### src/rtl/fs_ctrl_pkg.sv
// Shared definitions for the sample-clock rate controller.
//  - fs_state_e : controller FSM encoding (IDLE / RUN / STOPPING)
//  - FS_CNT_W, FS_DEFAULT_DIV, FS_FRAME_LEN : parameter defaults
//  - fs_active() : true while the divider is counting
package fs_ctrl_pkg;

  localparam int FS_CNT_W       = 16;
  localparam int FS_DEFAULT_DIV = 8;
  localparam int FS_FRAME_LEN   = 69;

  typedef enum logic [1:0] {
    ST_IDLE     = 2'd0,
    ST_RUN      = 2'd1,
    ST_STOPPING = 2'd2
  } fs_state_e;

  // STOPPING still counts: the current period must finish cleanly.
  function automatic logic fs_active(input fs_state_e st);
    return (st == ST_RUN) || (st == ST_STOPPING);
  endfunction

endpackage

### src/rtl/fs_frame_counter.sv
// Tick-driven modulo-FRAME_LEN counter.
// Ports:
//  clock        in  system clock
//  reset        in  synchronous reset, active-high
//  tick         in  one-cycle sample enable; advances the count
//  clear        in  forces the count back to 0 (controller returning to IDLE)
//  frame_start  out high with the tick that lands on count 0
module fs_frame_counter #(
  parameter int FRAME_LEN = 69
) (
  input  logic clock,
  input  logic reset,
  input  logic tick,
  input  logic clear,
  output logic frame_start
);

  localparam int CW = $clog2(FRAME_LEN + 1);
  localparam logic [CW-1:0] LAST = CW'(FRAME_LEN - 1);

  logic [CW-1:0] count_reg;
  logic [CW-1:0] count_next;

  always_comb begin
    count_next = count_reg;
    if (clear) begin
      count_next = '0;
    end else if (tick) begin
      count_next = (count_reg == LAST) ? '0 : count_reg + 1'b1;
    end
  end

  always_ff @(posedge clock) begin
    if (reset) begin
      count_reg <= '0;
    end else begin
      count_reg <= count_next;
    end
  end

  assign frame_start = tick && (count_reg == '0);

endmodule

### src/rtl/fs_rate_controller.sv
// Sample-clock divider controller: produces a 50% duty divided clock and a
// one-cycle sample_tick from the system clock, with glitch-free start/stop
// and divisor reloads that only take effect at period boundaries.
// Optional feature macro: FS_FRAME_COUNT_EN (adds the frame counter that
// drives frame_start; without it frame_start is held at 0).
// Ports:
//  clock        in   system clock
//  reset        in   synchronous reset, active-high
//  start        in   pulse: begin generating the sample clock
//  stop         in   pulse: stop at the end of the current full period
//  div_in       in   new half-period terminal count
//  div_valid    in   div_in valid
//  div_ready    out  high when no reload is pending
//  div_err      out  one-cycle pulse: a zero divisor was accepted and clamped to 1
//  clock_out    out  divided sample clock
//  sample_tick  out  one-cycle pulse in the first high cycle of clock_out
//  frame_start  out  one-cycle pulse on tick 0 of each frame
//  running      out  high in RUN/STOPPING
module fs_rate_controller
  import fs_ctrl_pkg::*;
#(
  parameter int CNT_W       = FS_CNT_W,
  parameter int DEFAULT_DIV = FS_DEFAULT_DIV,
  parameter int FRAME_LEN   = FS_FRAME_LEN
) (
  input  logic             clock,
  input  logic             reset,
  input  logic             start,
  input  logic             stop,
  input  logic [CNT_W-1:0] div_in,
  input  logic             div_valid,
  output logic             div_ready,
  output logic             div_err,
  output logic             clock_out,
  output logic             sample_tick,
  output logic             frame_start,
  output logic             running
);

  fs_state_e        state_reg, state_next;
  logic [CNT_W-1:0] cnt_reg, cnt_next;
  logic             clk_reg, clk_next;
  logic [CNT_W-1:0] div_active_reg, div_active_next;
  logic [CNT_W-1:0] pend_div_reg, pend_div_next;
  logic             pend_valid_reg, pend_valid_next;
  logic             err_reg, err_next;
  logic             tick_reg, tick_next;

  logic active;
  logic wrap;
  logic accept;

  assign active = fs_active(state_reg);
  assign wrap   = (cnt_reg == div_active_reg);
  assign accept = div_valid && !pend_valid_reg;

  always_comb begin
    state_next      = state_reg;
    cnt_next        = cnt_reg;
    clk_next        = clk_reg;
    div_active_next = div_active_reg;
    pend_div_next   = pend_div_reg;
    pend_valid_next = pend_valid_reg;
    err_next        = 1'b0;
    tick_next       = 1'b0;

    // Capture a new divisor; zero would stall the divider, so clamp it.
    if (accept) begin
      pend_valid_next = 1'b1;
      pend_div_next   = (div_in == '0) ? CNT_W'(1) : div_in;
      err_next        = (div_in == '0);
    end

    case (state_reg)
      ST_IDLE: begin
        cnt_next = '0;
        clk_next = 1'b0;
        // Nothing is being divided, so a pending reload can land right away.
        if (pend_valid_reg) begin
          div_active_next = pend_div_reg;
          pend_valid_next = 1'b0;
        end
        if (start && !stop) begin
          state_next = ST_RUN;
        end
      end

      ST_RUN, ST_STOPPING: begin
        if (state_reg == ST_RUN && stop) begin
          state_next = ST_STOPPING;
        end
        if (wrap) begin
          cnt_next = '0;
          clk_next = !clk_reg;
          if (!clk_reg) begin
            // Rising wrap: the next cycle is the first high cycle.
            tick_next = 1'b1;
          end else begin
            // Falling wrap closes a full period: the only safe point to
            // change the divisor (cnt restarts at 0) or to stop.
            if (pend_valid_reg) begin
              div_active_next = pend_div_reg;
              pend_valid_next = 1'b0;
            end
            if (state_reg == ST_STOPPING) begin
              state_next = ST_IDLE;
            end
          end
        end else begin
          cnt_next = cnt_reg + 1'b1;
        end
      end

      default: begin
        state_next = ST_IDLE;
        cnt_next   = '0;
        clk_next   = 1'b0;
      end
    endcase
  end

  always_ff @(posedge clock) begin
    if (reset) begin
      state_reg      <= ST_IDLE;
      cnt_reg        <= '0;
      clk_reg        <= 1'b0;
      div_active_reg <= CNT_W'(DEFAULT_DIV);
      pend_div_reg   <= '0;
      pend_valid_reg <= 1'b0;
      err_reg        <= 1'b0;
      tick_reg       <= 1'b0;
    end else begin
      state_reg      <= state_next;
      cnt_reg        <= cnt_next;
      clk_reg        <= clk_next;
      div_active_reg <= div_active_next;
      pend_div_reg   <= pend_div_next;
      pend_valid_reg <= pend_valid_next;
      err_reg        <= err_next;
      tick_reg       <= tick_next;
    end
  end

  assign div_ready   = !pend_valid_reg;
  assign div_err     = err_reg;
  assign clock_out   = clk_reg;
  assign sample_tick = tick_reg;
  assign running     = active;

`ifdef FS_FRAME_COUNT_EN
  logic frame_clear;
  // Frames restart from tick 0 after a controlled stop.
  assign frame_clear = (state_reg == ST_STOPPING) && (state_next == ST_IDLE);

  fs_frame_counter #(
    .FRAME_LEN(FRAME_LEN)
  ) u_frame_counter (
    .clock      (clock),
    .reset      (reset),
    .tick       (tick_reg),
    .clear      (frame_clear),
    .frame_start(frame_start)
  );
`else
  // No frame counter in this build; the term keeps FRAME_LEN referenced
  // and is constant 0.
  assign frame_start = 1'b0 && (FRAME_LEN > 0);
`endif

endmodule

### config.mk
export PLATFORM = sky130hd
export DESIGN_NAME = fs_rate_controller
export DESIGN_NICKNAME = d
export VERILOG_FILES = /design/src/rtl/fs_ctrl_pkg.sv /design/src/rtl/fs_frame_counter.sv /design/src/rtl/fs_rate_controller.sv
export SDC_FILE = /design/constraint.sdc
export NUM_CORES = 1
export LEC_CHECK = 0
export CAP_MARGIN = 5
export CORE_ASPECT_RATIO = 0.9
export CORE_MARGIN = 10
export CORE_UTILIZATION = 50
export CTS_CLUSTER_DIAMETER = 200
export CTS_CLUSTER_SIZE = 30
export DETAILED_ROUTE_END_ITERATION = 10
export PLACE_DENSITY = 0.75
export SYNTH_ARGS = -nofsm -noshare
export SYNTH_HDL_FRONTEND = slang
export SYNTH_SLANG_ARGS = --single-unit
### constraint.sdc
create_clock -name clock -period 1.6 [get_ports clock]
set_input_delay 0.16 -clock clock [delete_from_list [all_inputs] [get_ports clock]]
set_output_delay 0.16 -clock clock [all_outputs]
set_load 0.02 [all_outputs]
==> qor.yml, run 1 <==
setup_path:
  crit_arrival_ns: 1.97
  critPathTopFamily: "simple AND/OR/NAND/NOR gates"
  startpoint_type: "register"
  crit_slowest_cell: "dfxtp_2"
  required_ns: 1.83
  end_kind: "register"
  critPathMaxFanout: 16
  path_buf_inv: 1
  cp_cell_sequence: "xor2_2 -> nor4_2 -> nand4_2 -> o21ai_4 -> buf_12 -> mux2i_1"
  cpPeakStageDelay_ns: 0.35
  worst-setup-path-type: "reg -> reg"
timing:
  final-hold-violation-count: 0
  rsz0062_at_grt: "true"
  clock_skew_ns: 0.01081
  setup_viol: 37
  fin_tns_setup_ns: -2.327
  min_period_over_period_pct: 108.5
  finalWorstSetupSlack_ns: -0.1366
  timing.fmax_ghz: 0.5758
  min_period_ns: 1.737
  drv_slew: 0
layout:
  syn2layout_area_growth_pct: 29.52
  drive_gt1_share_pct: 21.43
  final_nets: 361
  fill_cells: 402
  antenna_cells: 0
grt:
  grt_pass1_vias: 2049
  grt_start_max_net_pins: 33
  overflow: 0
  grt_use_total_pct: 13.37
  antenna_found_initial: 0
  grt_pass1_wl_um: 9039
die:
  start_util_pct: 51.75
  dieWidth_um: 94.80
  die_h_um: 87.32
  rows: 24
  die_area_um2: 8277
  pin_count: 27
  coreArea_um2: 4865
clock_tree:
  cts_buffers: 5
  cts_tree: "built"
  path_clk_slew_ns: 0.10
  clk_path_buf_depth: 2
  clockRootBuffer: "clkbuf_8"
  cts.htree.levels: 2
  clock_latency_ns: 0.31
  clock_sinks: 54
pwr:
  p_leak_nw: 1.271
  ir_drop_mv: 0.5600
  pwr_density_cell_nw_per_um2: 797.5
yosys:
  ys_seq_area_share_pct: 42.94
  yosys_warnings: 0
  syn_nets: 312
  synth_largest_area_cell: "dfxtp_1"
  synth_area_um2: 2517
  synth_top_cell_area_share_pct: 42.94
  async_flop_share_pct: 0
  synthCells: 286
  yosys-top-cells-area: "dfxtp_1, xor2_1, nand2b_1"
  synth_cell_type_count: 35
  ys.flop_type: "dfxtp_1"
  avgSynthCellArea_um2: 8.802
  synth-seq-cells: 54
  synth-edff-count: 0
routing:
  vias: 1998
  drtPass1Iterations: 4
  final_antenna_net_count: 0
  routed_via_density: 4.983
  routed_wl_um: 5290
  route.detailed.drc: 0
  drt_iter0_drc: 53
  wl_per_cell_um: 13.19
placed_design:
  dp_hpwl_um: 3903
  port_buffers: 25
  gp_congestion: 0.7968
  pre_cts_ws_ns: -0.1490
run_status:
  outcome: "finished, violations left"
  violations: "negative setup slack"
flow_run:
  maxCapViolations: 0
min_path:
  hp-class: "in -> reg"
## per-stage QoR
| stage | total power, mW | cell area, um2 | utilization [%] | hold slack [ns] | std cells |
|---|---|---|---|---|---|
| floorplan | 1.656 | 2547 | - | 0.2960 | 286 |
| global placement | 1.773 | 3005 | 61.78 | 0.4447 | 389 |
| detailed placement | 1.781 | 3005 | 61.78 | 0.4483 | 389 |
| CTS | 2.600 | 3181 | 65.38 | 0.4085 | 400 |
| global route | 2.722 | 3261 | 67.03 | 0.4174 | 401 |
| finish | 2.600 | 3261 | 67.03 | 0.4177 | 401 |
## synthesized netlist by cell type (2+ instances only)
master / number
dfxtp_1: 54
nand2_1: 37
nand2b_1: 33
nor2_1: 27
xor2_1: 24
mux2i_1: 17
a21oi_1: 16
nand3_1: 9
clkbuf_1: 8
inv_1: 7
nor4_1: 7
xnor2_1: 7
nor3_1: 6
ha_1: 5
o21ai_0: 4
nand4_1: 3
and3_1: 2
nor2b_1: 2
nor4_2: 2
## metal layers
layer,vias up,part of all wire (%),GRT usage (%)
li1,1042,-,-
met1,912,50,16.47
met2,35,45,21.95
met3,9,4.2,3.793
met4,0,1.2,4.212
met5,-,0,0
## worst paths after layout
path | from | to | slack [ns] | depth (start not counted)
min reg2reg | pend_div_reg[6]$_SDFFE_PP0P_ | pend_div_reg[6]$_SDFFE_PP0P_ | 0.46 | 2
min | div_in[1] | pend_div_reg[1]$_SDFFE_PP0P_ | 0.42 | 3
max | div_active_reg[2]$_SDFFE_PP0P_ | div_active_reg[6]$_SDFFE_PP0P_ | -0.14 | 6
max reg2reg | div_active_reg[2]$_SDFFE_PP0P_ | div_active_reg[6]$_SDFFE_PP0P_ | -0.14 | 6
## timing repair
action / in CTS / in global routing
setup endpoints to repair: 37 / 39
cloned: 1 / 0
hold endpoints to repair: 0 / 0
hold buffers: 0 / 0
pin swaps: 2 / 6
buffers inserted: 2 / 2
gates resized for setup: 12 / 24
## worst register-to-register path, cell delays in order (launching register included)
cell	delay, ns
dfxtp_2	0.35
xor2_2	0.17
nor4_2	0.33
nand4_2	0.21
o21ai_4	0.19
buf_12	0.18
mux2i_1	0.23
## layout make-up
type	instances	area (um2)	area share [%]
clock buffers	6	82.58	2.533
clock inverters	2	16.27	0.4988
inverters	7	26.28	0.8058
multi-input cells	212	1439	44.13
flip-flops and latches	54	1096	33.61
well taps	65	81.33	2.494
repair buffers	55	519.2	15.92
## layout by cell type (no fill, tap or decap), drive strengths merged, types with 2 or more instances in the layout
master,instances
a21oi,16
xnor2,7
clkdlybuf4s50,24
nor4,9
nand2,37
xor2,24
nor3,6
nand3,9
o21ai,5
nand4,4
nor2,27
mux2i,17
nand2b,33
and3,2
nor2b,2
inv,8
dfxtp,54
buf,30
ha,5
clkbuf,7
## cells by family (layout without fill, tap and decap cells)
kind of cell / after synthesis / count (layout) / synth area share, %
and+or+nand+nor: 134 / 134 / 27.24
xor gates and xnor gates: 31 / 31 / 10.79
DFF: 54 / 54 / 42.94
other: 1 / 1 / 0.1490
buffers and inverters: 20 / 70 / 4.175
muxes: 17 / 17 / 6.759
adders and majority gates: 5 / 5 / 2.485
AOI/OAI and AO/OA: 24 / 24 / 5.468
## report_power, final
group,internal (mW),switching (mW)
registers,1.39,0.0296
logic,0.193,0.173
clock network,0.357,0.460
Note: power is estimated with default switching activity, not from simulation.
==> run 2, diff against run 1 <==
- CORE_MARGIN: 10 -> 1
==> qor.yml, run 2 (synthesis gave the netlist of run 1 again) <==
flow_run:
  maxCapViolations: 0  # unchanged
die:
  coreArea_um2: 4835  # -0.62%
  die_area_um2: 5323  # -36%
  die_h_um: 69.32  # -21%
  pin_count: 27  # unchanged
  dieWidth_um: 76.80  # -19%
  rows: 24  # unchanged
  start_util_pct: 52.07  # +0.32 points
routing:
  dr_wl_met2_um: 2230  # -6.5%
  final_antenna_net_count: 0  # unchanged
  routed_wl_um: 5009  # -5.3%
  drtPass1Iterations: 7  # +3
  drt_iter0_drc: 62  # +17%
  routed_via_density: 4.840  # -2.9%
  dr_wl_met3_um: 134  # -39%
  top_layer: "met4"
  drt-met1-wl_um: 2591  # -1.1%
  route.detailed.drc: 1  # +1
  wl_per_cell_um: 12.55  # -4.8%
  vias: 1931  # -3.4%
setup_path:
  reg2regPathDepth: 6  # unchanged
  worst-setup-path-type: "reg -> reg"
  crit_arrival_ns: 1.95  # -0.02 ns
  end_kind: "register"
  path_buf_inv: 1  # unchanged
  critPathTopFamily: "simple AND/OR/NAND/NOR gates"
  required_ns: 1.84  # about the same
  r2r_start: "div_active_reg[7]$_SDFFE_PP0P_"
  crit_slowest_cell: "dfxtp_2"
  cp_cell_sequence: "xor2_2 -> nor4_4 -> nand4_2 -> o21ai_4 -> buf_12 -> mux2i_1"
  startpoint_type: "register"
  cpPeakStageDelay_ns: 0.35  # about the same
  critPathMaxFanout: 16  # unchanged
  r2r-end: "div_active_reg[13]$_SDFFE_PP0P_"
  r2r_slack_ns: -0.12  # +0.02 ns
layout:
  fill_cells: 403  # +0.25%
  seq_area_um2: 1089  # -0.69%
  drive_gt1_share_pct: 21.26  # -0.17 points
  antenna_cells: 0  # unchanged
  final_cell_mix: "dfxtp_1, nand2_1, nand2b_1"
  fin_cells: 399  # -0.50%
  final_nets: 360  # -0.28%
  layout_commonest_cell: "dfxtp_1"
  fin_util_pct: 68.63  # +1.6 points
  multi_input_area_um2: 1505  # +4.6%
  syn2layout_area_growth_pct: 31.81
min_path:
  hp-class: "in -> reg"
  hold_path_depth: 3  # unchanged
  holdCritStartpoint: "div_in[1]"
  hold_end: "pend_div_reg[1]$_SDFFE_PP0P_"
run_status:
  violations: "design-rule violations, negative setup slack"
  outcome: "finished, violations left"
placed_design:
  dp.cells: 388  # -0.26%
  gp_congestion: 0.7902  # -0.83%
  dp_hpwl_um: 3540  # -9.3%
  pre_cts_ws_ns: -0.1789  # -0.02986 ns
  port_buffers: 25  # unchanged
timing:
  setup_viol: 37  # unchanged
  finalWorstSetupSlack_ns: -0.1160  # +0.02064 ns
  rsz0062_at_grt: "true"
  drv_slew: 0  # unchanged
  holdWs_ns: 0.4166  # -0.001137 ns
  final-hold-violation-count: 0  # unchanged
  clock_skew_ns: 0.009384  # -0.001431 ns
  min_period_ns: 1.716  # -0.02064 ns
  min_period_over_period_pct: 107.2  # -1.3 points
  timing.fmax_ghz: 0.5828  # +1.2%
clock_tree:
  clock_latency_ns: 0.31  # about the same
  cts_hold_buf: 0  # unchanged
  clk_path_buf_depth: 2  # unchanged
  cts_tree: "built"
  clock_sinks: 54  # unchanged
  cts_buffers: 5  # unchanged
  cts.htree.levels: 2  # unchanged
  clockRootBuffer: "clkbuf_8"
  path_clk_slew_ns: 0.10  # about the same
grt:
  grt_start_max_net_pins: 26  # -21%
  grt_pass1_wl_um: 8645  # -4.4%
  grt_use_total_pct: 20.12  # +6.8 points
  overflow: 0  # unchanged
  grt_pass1_vias: 1939  # -5.4%
  antenna_found_initial: 0  # unchanged
pwr:
  ir_drop_mv: 0.5088  # -9.1%
  total_power_mw: 2.686  # +3.3%
  pwr_density_cell_nw_per_um2: 809.5  # +1.5%
  p_leak_nw: 1.273  # +0.18%
==> run 2: routing by layer <==
layer / up-vias / track usage [%]
li1: 1032 / -
met1: 864 / 27.20
met2: 27 / 32.74
met3: 8 / 4.079
met4: 0 / 5.128
met5: - / 0
==> run 2: final cells by class <==
type / instances / share of cell area, %
clock inverter: 2 / 1.169
clock buffer: 5 / 2.074
tap: 65 / 2.451
multi-input combinational: 212 / 45.36
inverter: 7 / 0.7919
sequential: 54 / 32.81
timing repair buffer: 54 / 15.35
==> run 2: repair_timing <==
action,4_1_cts,5_1_grt
hold endpoints to repair,0,0
pin swaps,5,19
resized for setup,10,36
buffers inserted,1,2
gates cloned,0,1
setup endpoints to repair,36,38
==> run 2: worst reg2reg max path, stage by stage, from the launching register on <==
cell and delay (ns):
dfxtp_2 0.35, xor2_2 0.20, nor4_4 0.34, nand4_2 0.19, o21ai_4 0.19, buf_12 0.19
mux2i_1 0.20
==> run 2: through the flow <==
step                      TNS (ns)  cell area [um2]
final                       -2.968             3318
after global routing        -4.941             3318
after CTS                   -1.806             3147
after detailed placement    -2.733             2998
after global placement     -0.3482             2998
after floorplan             -1.155             2547
==> run 2: power breakdown <==
part	switching, mW	internal (mW)
registers	0.0286	1.39
clock network	0.447	0.461
logic	0.174	0.187
==> run 2: how the worst max path moves through the flow <==
stage / startpoint / to / depth (start not counted)
6_report: div_active_reg[7]$_SDFFE_PP0P_ / div_active_reg[13]$_SDFFE_PP0P_ / 6
5_1_grt: div_active_reg[7]$_SDFFE_PP0P_ / div_active_reg[13]$_SDFFE_PP0P_ / 6
3_3_place_gp: div_active_reg[10]$_SDFFE_PP0P_ / state_reg[0]$_SDFFE_PP0P_ / 6
2_1_floorplan: cnt_reg[5]$_SDFF_PP0_ / div_active_reg[3]$_SDFFE_PP1P_ / 6
4_1_cts: div_active_reg[13]$_SDFFE_PP0P_ / div_active_reg[13]$_SDFFE_PP0P_ / 6
3_5_place_dp: div_active_reg[7]$_SDFFE_PP0P_ / state_reg[1]$_SDFFE_PP0P_ / 6
